[config.mk]
export PLATFORM = sky130hd
export DESIGN_NAME = prime_gpio_mc_flat
export DESIGN_NICKNAME = d
export VERILOG_FILES = /design/src/rtl/prime_gpio_pkg.sv /design/src/rtl/prime_gpio_mc_if.sv /design/src/rtl/prime_core.sv /design/src/rtl/prime_gpio_mc.sv /design/src/flat_wrapper.sv
export SDC_FILE = /design/constraint.sdc
export NUM_CORES = 2
export LEC_CHECK = 0
export CAP_MARGIN = 10
export CORE_MARGIN = 2
export CORE_UTILIZATION = 50
export CTS_CLUSTER_DIAMETER = 150
export DETAILED_ROUTE_END_ITERATION = 8
export PLACE_DENSITY = 0.77
export SLEW_MARGIN = 5
export SYNTH_ARGS = -nofsm -noshare
export SYNTH_HDL_FRONTEND = slang
export SYNTH_SLANG_ARGS = --single-unit
[constraint.sdc]
create_clock -name clk -period 94.4 [get_ports clk]
set_input_delay 14.16 -clock clk [delete_from_list [all_inputs] [get_ports clk]]
set_output_delay 14.16 -clock clk [all_outputs]
set_load 0.1 [all_outputs]
[src/rtl/prime_gpio_pkg.sv]
// Shared register map, status codes and engine state encoding for the
// multi-channel prime-index GPIO block.
package prime_gpio_pkg;

  localparam logic [7:0] OFF_A = 8'hD4;
  localparam logic [7:0] OFF_W = 8'hE4;
  localparam logic [7:0] OFF_S = 8'hEC;

  typedef enum logic [7:0] {
    S_IDLE    = 8'h00,
    S_PENDING = 8'hDD,
    S_BUSY    = 8'hCC,
    S_DONE    = 8'hEE,
    S_ERROR   = 8'hFF
  } s_code_e;

  typedef enum logic [2:0] {
    ENG_IDLE = 3'd0,
    ENG_LOAD = 3'd1,
    ENG_TEST = 3'd2,
    ENG_NEXT = 3'd3,
    ENG_DONE = 3'd4
  } eng_state_e;

  function automatic int wrap_idx(input int idx, input int n);
    return (idx >= n) ? idx - n : idx;
  endfunction

endpackage

[src/rtl/prime_gpio_mc_if.sv]
// Register-bus bundle between a host and the prime GPIO block.
interface prime_gpio_mc_if #(parameter int DATA_W = 32);
  logic [15:0]       saddress;
  logic              srd;
  logic              swr;
  logic [DATA_W-1:0] sdata_in;
  logic [DATA_W-1:0] sdata_out;

  modport master (output saddress, srd, swr, sdata_in, input sdata_out);
  modport slave  (input saddress, srd, swr, sdata_in, output sdata_out);
endinterface

[src/rtl/prime_core.sv]
// Trial-division engine: finds the index-th prime, one divisor test per cycle.
module prime_core
  import prime_gpio_pkg::*;
#(
  parameter int DATA_W = 32
) (
  input  logic              clk,
  input  logic              reset,
  input  logic              start,
  input  logic              abort,
  input  logic [DATA_W-1:0] index,
  output logic              busy,
  output logic              done,
  output logic [DATA_W-1:0] result
);

  eng_state_e        state_r;
  logic [DATA_W-1:0] idx_r;
  logic [DATA_W-1:0] cand_r;
  logic [DATA_W-1:0] div_r;
  logic [DATA_W-1:0] count_r;
  logic [DATA_W-1:0] result_r;
  logic              busy_r;
  logic              done_r;
  logic [DATA_W-1:0] sq_s;
  logic              divides_s;

  assign sq_s      = div_r * div_r;
  assign divides_s = (div_r != {DATA_W{1'b0}}) && ((cand_r % div_r) == {DATA_W{1'b0}});

  // Engine sequencing; candidates after 2 are odd, so only odd divisors from 3 are tried
  always_ff @(posedge clk or posedge reset) begin
    if (reset) begin
      state_r  <= ENG_IDLE;
      idx_r    <= {DATA_W{1'b0}};
      cand_r   <= {DATA_W{1'b0}};
      div_r    <= {DATA_W{1'b0}};
      count_r  <= {DATA_W{1'b0}};
      result_r <= {DATA_W{1'b0}};
      busy_r   <= 1'b0;
      done_r   <= 1'b0;
    end else if (abort) begin
      state_r <= ENG_IDLE;
      busy_r  <= 1'b0;
      done_r  <= 1'b0;
    end else begin
      done_r <= 1'b0;
      case (state_r)
        ENG_IDLE: begin
          if (start) begin
            idx_r   <= index;
            busy_r  <= 1'b1;
            state_r <= ENG_LOAD;
          end
        end
        ENG_LOAD: begin
          cand_r  <= DATA_W'(2);
          div_r   <= DATA_W'(2);
          count_r <= {DATA_W{1'b0}};
          state_r <= ENG_TEST;
        end
        ENG_TEST: begin
          if (sq_s > cand_r) begin
            count_r <= count_r + DATA_W'(1);
            state_r <= (count_r + DATA_W'(1) == idx_r) ? ENG_DONE : ENG_NEXT;
          end else if (divides_s) begin
            state_r <= ENG_NEXT;
          end else begin
            div_r <= div_r + DATA_W'(2);
          end
        end
        ENG_NEXT: begin
          cand_r  <= (cand_r == DATA_W'(2)) ? DATA_W'(3) : cand_r + DATA_W'(2);
          div_r   <= DATA_W'(3);
          state_r <= ENG_TEST;
        end
        ENG_DONE: begin
          result_r <= cand_r;
          done_r   <= 1'b1;
          busy_r   <= 1'b0;
          state_r  <= ENG_IDLE;
        end
        default: state_r <= ENG_IDLE;
      endcase
    end
  end

  assign busy   = busy_r;
  assign done   = done_r;
  assign result = result_r;

endmodule

[src/rtl/prime_gpio_mc.sv]
// Multi-channel prime-index GPIO block: per-channel A/W/S registers,
// round-robin sharing of one prime_core, GPIO result and input snapshot.
module prime_gpio_mc
  import prime_gpio_pkg::*;
#(
  parameter int N_CH   = 4,
  parameter int DATA_W = 32,
  parameter int MAX_N  = 2048
) (
  input  logic                  clk,
  input  logic                  reset,
  prime_gpio_mc_if.slave        bus,
  input  logic [31:0]           gpio_in,
  input  logic                  gpio_latch,
  output logic [31:0]           gpio_out,
  output logic [31:0]           gpio_in_s_insp
);

  logic [DATA_W-1:0] a_r [N_CH];
  logic [DATA_W-1:0] w_r [N_CH];
  s_code_e           s_r [N_CH];
  logic [7:0]        rr_ptr_r;
  logic [7:0]        cur_ch_r;
  logic              active_r;
  logic [DATA_W-1:0] sdata_out_r;
  logic [31:0]       gpio_out_r;
  logic [31:0]       snap_r;

  logic [7:0]        ch_s;
  logic [7:0]        off_s;
  logic              ch_ok_s;
  logic              wr_a_s;
  logic              a_legal_s;
  logic              found_s;
  int                grant_idx_s;
  int                scan_k_s;
  logic [7:0]        grant_ch_s;
  logic              start_s;
  logic              abort_s;
  logic              fin_s;
  logic              core_busy_s;
  logic              core_done_s;
  logic [DATA_W-1:0] core_result_s;
  logic [DATA_W-1:0] rd_val_s;

  assign ch_s      = bus.saddress[15:8];
  assign off_s     = bus.saddress[7:0];
  assign ch_ok_s   = (ch_s < 8'(N_CH));
  assign wr_a_s    = bus.swr && ch_ok_s && (off_s == OFF_A);
  assign a_legal_s = (bus.sdata_in != {DATA_W{1'b0}}) && (bus.sdata_in <= DATA_W'(MAX_N));

  // Round-robin scan for the first PENDING channel starting at the next-to-serve pointer
  always_comb begin
    found_s     = 1'b0;
    grant_idx_s = 0;
    scan_k_s    = 0;
    for (int i = 0; i < N_CH; i++) begin
      scan_k_s = wrap_idx(int'(rr_ptr_r) + i, N_CH);
      if (!found_s && s_r[scan_k_s] == S_PENDING) begin
        found_s     = 1'b1;
        grant_idx_s = scan_k_s;
      end else begin
        found_s = found_s;
      end
    end
  end

  assign grant_ch_s = 8'(grant_idx_s);
  // Grants wait one cycle when A is being written, so the engine never loads a stale A
  assign start_s = found_s && !active_r && !core_busy_s && !wr_a_s;
  assign abort_s = active_r && wr_a_s && (ch_s == cur_ch_r);
  assign fin_s   = core_done_s && active_r && !abort_s;

  prime_core #(.DATA_W(DATA_W)) u_core (
    .clk    (clk),
    .reset  (reset),
    .start  (start_s),
    .abort  (abort_s),
    .index  (a_r[grant_idx_s]),
    .busy   (core_busy_s),
    .done   (core_done_s),
    .result (core_result_s)
  );

  // Per-channel register file; a host write to A beats a same-cycle completion
  always_ff @(posedge clk or posedge reset) begin
    if (reset) begin
      for (int i = 0; i < N_CH; i++) begin
        a_r[i] <= {DATA_W{1'b0}};
        w_r[i] <= {DATA_W{1'b0}};
        s_r[i] <= S_IDLE;
      end
    end else begin
      for (int i = 0; i < N_CH; i++) begin
        if (wr_a_s && ch_s == 8'(i)) begin
          a_r[i] <= bus.sdata_in;
          w_r[i] <= {DATA_W{1'b0}};
          s_r[i] <= a_legal_s ? S_PENDING : S_ERROR;
        end else if (fin_s && cur_ch_r == 8'(i)) begin
          w_r[i] <= core_result_s;
          s_r[i] <= S_DONE;
        end else if (start_s && grant_ch_s == 8'(i)) begin
          s_r[i] <= S_BUSY;
        end
      end
    end
  end

  // Engine ownership, round-robin pointer and GPIO result
  always_ff @(posedge clk or posedge reset) begin
    if (reset) begin
      active_r   <= 1'b0;
      cur_ch_r   <= 8'd0;
      rr_ptr_r   <= 8'd0;
      gpio_out_r <= 32'd0;
    end else begin
      if (abort_s || core_done_s) begin
        active_r <= 1'b0;
      end else if (start_s) begin
        active_r <= 1'b1;
        cur_ch_r <= grant_ch_s;
        rr_ptr_r <= 8'(wrap_idx(grant_idx_s + 1, N_CH));
      end
      if (fin_s) begin
        gpio_out_r <= 32'(core_result_s);
      end
    end
  end

  // Read mux: unmapped offsets and out-of-range channels read as zero
  always_comb begin
    rd_val_s = {DATA_W{1'b0}};
    for (int i = 0; i < N_CH; i++) begin
      if (ch_s == 8'(i)) begin
        case (off_s)
          OFF_A:   rd_val_s = a_r[i];
          OFF_W:   rd_val_s = w_r[i];
          OFF_S:   rd_val_s = DATA_W'(s_r[i]);
          default: rd_val_s = {DATA_W{1'b0}};
        endcase
      end else begin
        rd_val_s = rd_val_s;
      end
    end
  end

  // Registered read data and GPIO input snapshot
  always_ff @(posedge clk or posedge reset) begin
    if (reset) begin
      sdata_out_r <= {DATA_W{1'b0}};
      snap_r      <= 32'd0;
    end else begin
      if (bus.srd) begin
        sdata_out_r <= rd_val_s;
      end
      if (gpio_latch) begin
        snap_r <= gpio_in;
      end
    end
  end

  assign bus.sdata_out  = sdata_out_r;
  assign gpio_out       = gpio_out_r;
  assign gpio_in_s_insp = snap_r;

endmodule

[src/flat_wrapper.sv]
// flat-port wrapper written by rule: the top's interface ports become plain ports
module prime_gpio_mc_flat import prime_gpio_pkg::*;
#(
  parameter int N_CH   = 4,
  parameter int DATA_W = 32,
  parameter int MAX_N  = 2048
)
  (clk, reset, gpio_in, gpio_latch, gpio_out, gpio_in_s_insp, bus_saddress, bus_srd, bus_swr, bus_sdata_in, bus_sdata_out);
  prime_gpio_mc_if #(.DATA_W(DATA_W)) bus_i ();
  input  logic clk;
  input  logic reset;
  input  logic [31:0] gpio_in;
  input  logic gpio_latch;
  output logic [31:0] gpio_out;
  output logic [31:0] gpio_in_s_insp;
  input wire logic [$bits(bus_i.saddress)-1:0] bus_saddress;
  input wire logic [$bits(bus_i.srd)-1:0] bus_srd;
  input wire logic [$bits(bus_i.swr)-1:0] bus_swr;
  input wire logic [$bits(bus_i.sdata_in)-1:0] bus_sdata_in;
  output wire logic [$bits(bus_i.sdata_out)-1:0] bus_sdata_out;
  assign bus_i.saddress = bus_saddress;
  assign bus_i.srd = bus_srd;
  assign bus_i.swr = bus_swr;
  assign bus_i.sdata_in = bus_sdata_in;
  assign bus_sdata_out = bus_i.sdata_out;
  prime_gpio_mc #(.N_CH(N_CH), .DATA_W(DATA_W), .MAX_N(MAX_N)) u_core (.clk(clk), .reset(reset), .bus(bus_i), .gpio_in(gpio_in), .gpio_latch(gpio_latch), .gpio_out(gpio_out), .gpio_in_s_insp(gpio_in_s_insp));
endmodule
==> impl_metrics.tcl <==
set metrics [dict create \
    grt_pass1_vias 69875 \
    via_per_inst 6.41 \
    synth_common_cells "nand2_1 (1600), nor2_1 (814), ha_1 (719)" \
    synth_mux_area_share_pct 3.10 \
    drive_gt1_share_pct 6.35 \
    cts_tree "done" \
    final_util_pct 54.3 \
    rows 139 \
    finalCritPeriodShare_pct 92.7 \
    synth_area_um2 71800 \
    hold_buffers 0 \
    drt_first_iter_violations 8393 \
    initial_utilization_pct 50.2 \
    cts_max_path_buffers 3 \
    setup_tns_ps 0 \
    drt_first_pass_iters 9 \
    crit_path_start "u_core.u_core.div_r[13]" \
    syn-instance-count 9290 \
    clock-sinks 546 \
    cts_setup_buffers 0 \
    synth_adder_area_share_pct 22.8 \
    grt_max_degree 133 \
    setup_violations 0 \
    syn_nets 10463 \
    regToRegStartpoint "u_core.u_core.div_r[13]" \
    slew_viol_final 0 \
    yosysMostFrequentCell "nand2_1" \
    grtUsageTotal_pct 35.9 \
    ys_seq_elements 546 \
    hold_path_class "reg -> reg" \
    cpPeakStageDelay_ps 990 \
    ys.flop_type "dfrtp_1" \
    clockRootBuffer "clkbuf_16" \
    maxSlewHeadroom_pct 18.1 \
    syn_area_per_cell_um2 7.73 \
    gp_congestion 1.07 \
    synthSimpleGateAreaFrac_pct 22.1 \
    crit_required_ps 94990 \
    timing.max_cap.violations 0 \
    fin_nets 10453 \
    vias 71988 \
    routed_wl_um 271000 \
    crit_path_top_delay_cell "and2_1" \
    num_io_pins 181 \
    r2r_slack_ps 6880 \
    dp_hpwl_um 205000 \
    hold_viol 0 \
    antenna_found_initial 4 \
    die_h_um 383 \
    synth_xor_area_share_pct 6.27 \
    clk_transition_reported_paths_ps 60 \
    hold_start "u_core.u_core.done" \
    die_area_um2 147000 \
    critPathMaxFanout 39 \
    synth_compound_area_share_pct 20.8 \
    clk-insertion-delay-late_ps 690 \
    synth_cell_types 105 \
    yosysTopAreaCell "dfrtp_1" \
    die_x_um 383 \
    critical_path_class "reg -> reg" \
    violations "design-rule violations" \
    synth-edff-count 0 \
    rsz0062_at_grt "false" \
    critPathLaunchType "flip-flop" \
    grt_pass1_wl_um 411000 \
    cp-end-kind "flip-flop" \
    postRouteAntennaNets 0 \
    synth.top_cell.area_share_pct 19.0 \
    numCtsBuffers 60 \
    min_period_ps 87520 \
    cts_htree_levels 2 \
    synth_warnings 0 \
    port_buffers 180 \
    grt-ovfl-total 0 \
    finClkSkew_ps 39.3 \
    async_reset_ff_share_pct 100 \
    area_growth_pct 8.36 \
    synth_area_leaders "dfrtp_1 (19%), ha_1 (13%), fa_1 (10%)" \
    core_um2 143000 \
    worst_pin_slew_ps 1220 \
    cp.arrival_ps 88120 \
    yosysSeqAreaShare_pct 19.0 \
    status "complete, but fails checks" \
    maxClockFrequency_mhz 11.4 \
    cp_common_cell "ha_1" \
    ctsResizeCount 0 \
    drc 7 \
    synth_top_family_by_area "adder cells" \
    wl_per_cell_um 24.1 \
]
per-stage QoR:
| stage | cells | setup slack [ps] | cell area [um2] | hold WS, ps |
|---|---|---|---|---|
| final | 11235 | 6880 | 77800 | 476 |
| after global routing | 11233 | 1840 | 77800 | 496 |
| after detailed placement | 11119 | 9860 | 75800 | 469 |
| after CTS | 11231 | 9500 | 77800 | 476 |
| after global placement | 11119 | 11920 | 75800 | 456 |
| after floorplan | 9290 | 21360 | 71800 | 428 |
worst max-delay path, delay by kind of cell, from the launching register on:
kind	cells	cell delay, ps
multiplexers	7	2500
flip-flops	1	630
adder cells (fa/ha/maj)	31	9920
AO/OA/AOI/OAI	151	44510
buffers and inverters	19	3920
AND/OR/NAND/NOR	87	25730
cell type report:
type	instances	area, um2
fillers	13239	65300
multi-input cells	7637	54100
flip-flops and latches	546	13700
repair buffers	336	2960
inverters	699	2630
well taps	1903	2380
clock buffers	89	1740
clock inverters	23	273
diodes	2	5.00
registers in the layout, summed over array words and instances (netlist names), 8 cells and up:
| register | count |
|---|---|
| u_core.rr_ptr_r | 8 |
| u_core.u_core.div_r | 32 |
| u_core.a_r | 128 |
| u_core.s_r | 12 |
| u_core.u_core.idx_r | 32 |
| u_core.gpio_out | 32 |
| u_core.u_core.cand_r | 32 |
| u_core.u_core.result | 32 |
| u_core.bus.sdata_out | 32 |
| u_core.w_r | 128 |
| u_core.gpio_in_s_insp | 32 |
| u_core.u_core.count_r | 32 |
| u_core.cur_ch_r | 8 |
cell usage in the layout, fill, tap and decap left out, types with 24 or more instances in the layout:
cell type,count
nor3_1,195
or3_1,91
nand2b_1,70
a221oi_1,63
ha_1,719
o21a_1,139
a211oi_1,54
or2_2,56
xnor2_1,346
mux2i_1,39
clkbuf_16,60
a22oi_1,66
fa_1,369
mux2_2,154
nor2_1,806
dfrtp_1,546
o22ai_1,86
nand3_1,226
o31ai_1,76
o21bai_1,37
a21o_1,153
a221o_1,37
nand2_1,1598
a21boi_0,32
o31a_1,24
o211ai_1,78
inv_1,677
and3_1,76
nor2b_1,62
a31oi_1,96
and2_1,68
clkdlybuf4s50_1,178
nor4_1,57
a21oi_1,508
xor2_1,168
buf_4,156
nand4_1,91
o21ai_0,547
or4_1,36
metal layers:
layer  wire length [um]  track usage (%)  up-vias
li1                   -                -    32502
met1             106000             46.3    34583
met2             120000             56.9     3960
met3              27200             6.57      941
met4              17700             19.9        2
met5                 20                0        -
cell families (layout without fill, tap and decap cells):
| group | Yosys count | after routing |
|---|---|---|
| flip-flops | 546 | 546 |
| AND/OR/NAND/NOR | 3551 | 3551 |
| buffers and inverters | 1107 | 1147 |
| adder cells (fa/ha/maj) | 1088 | 1088 |
| multiplexers | 198 | 198 |
| AO/OA/AOI/OAI | 2286 | 2286 |
| XOR/XNOR | 514 | 514 |
| other | 0 | 2 |
worst paths after layout:
| kind | cells after the start | end |
|---|---|---|
| setup reg to reg | 295 | u_core.u_core.div_r[26] |
| hold reg to reg | 1 | u_core.active_r |
| hold / removal | 1 | u_core.active_r |
| max in group asynchronous | 6 | u_core.gpio_in_s_insp[5] |
| min in group asynchronous | 2 | u_core.rr_ptr_r[4] |
| setup / recovery | 295 | u_core.u_core.div_r[26] |
Power is not shown: default switching activity piles up to over one toggle a cycle in this logic, so the estimate is an artifact.
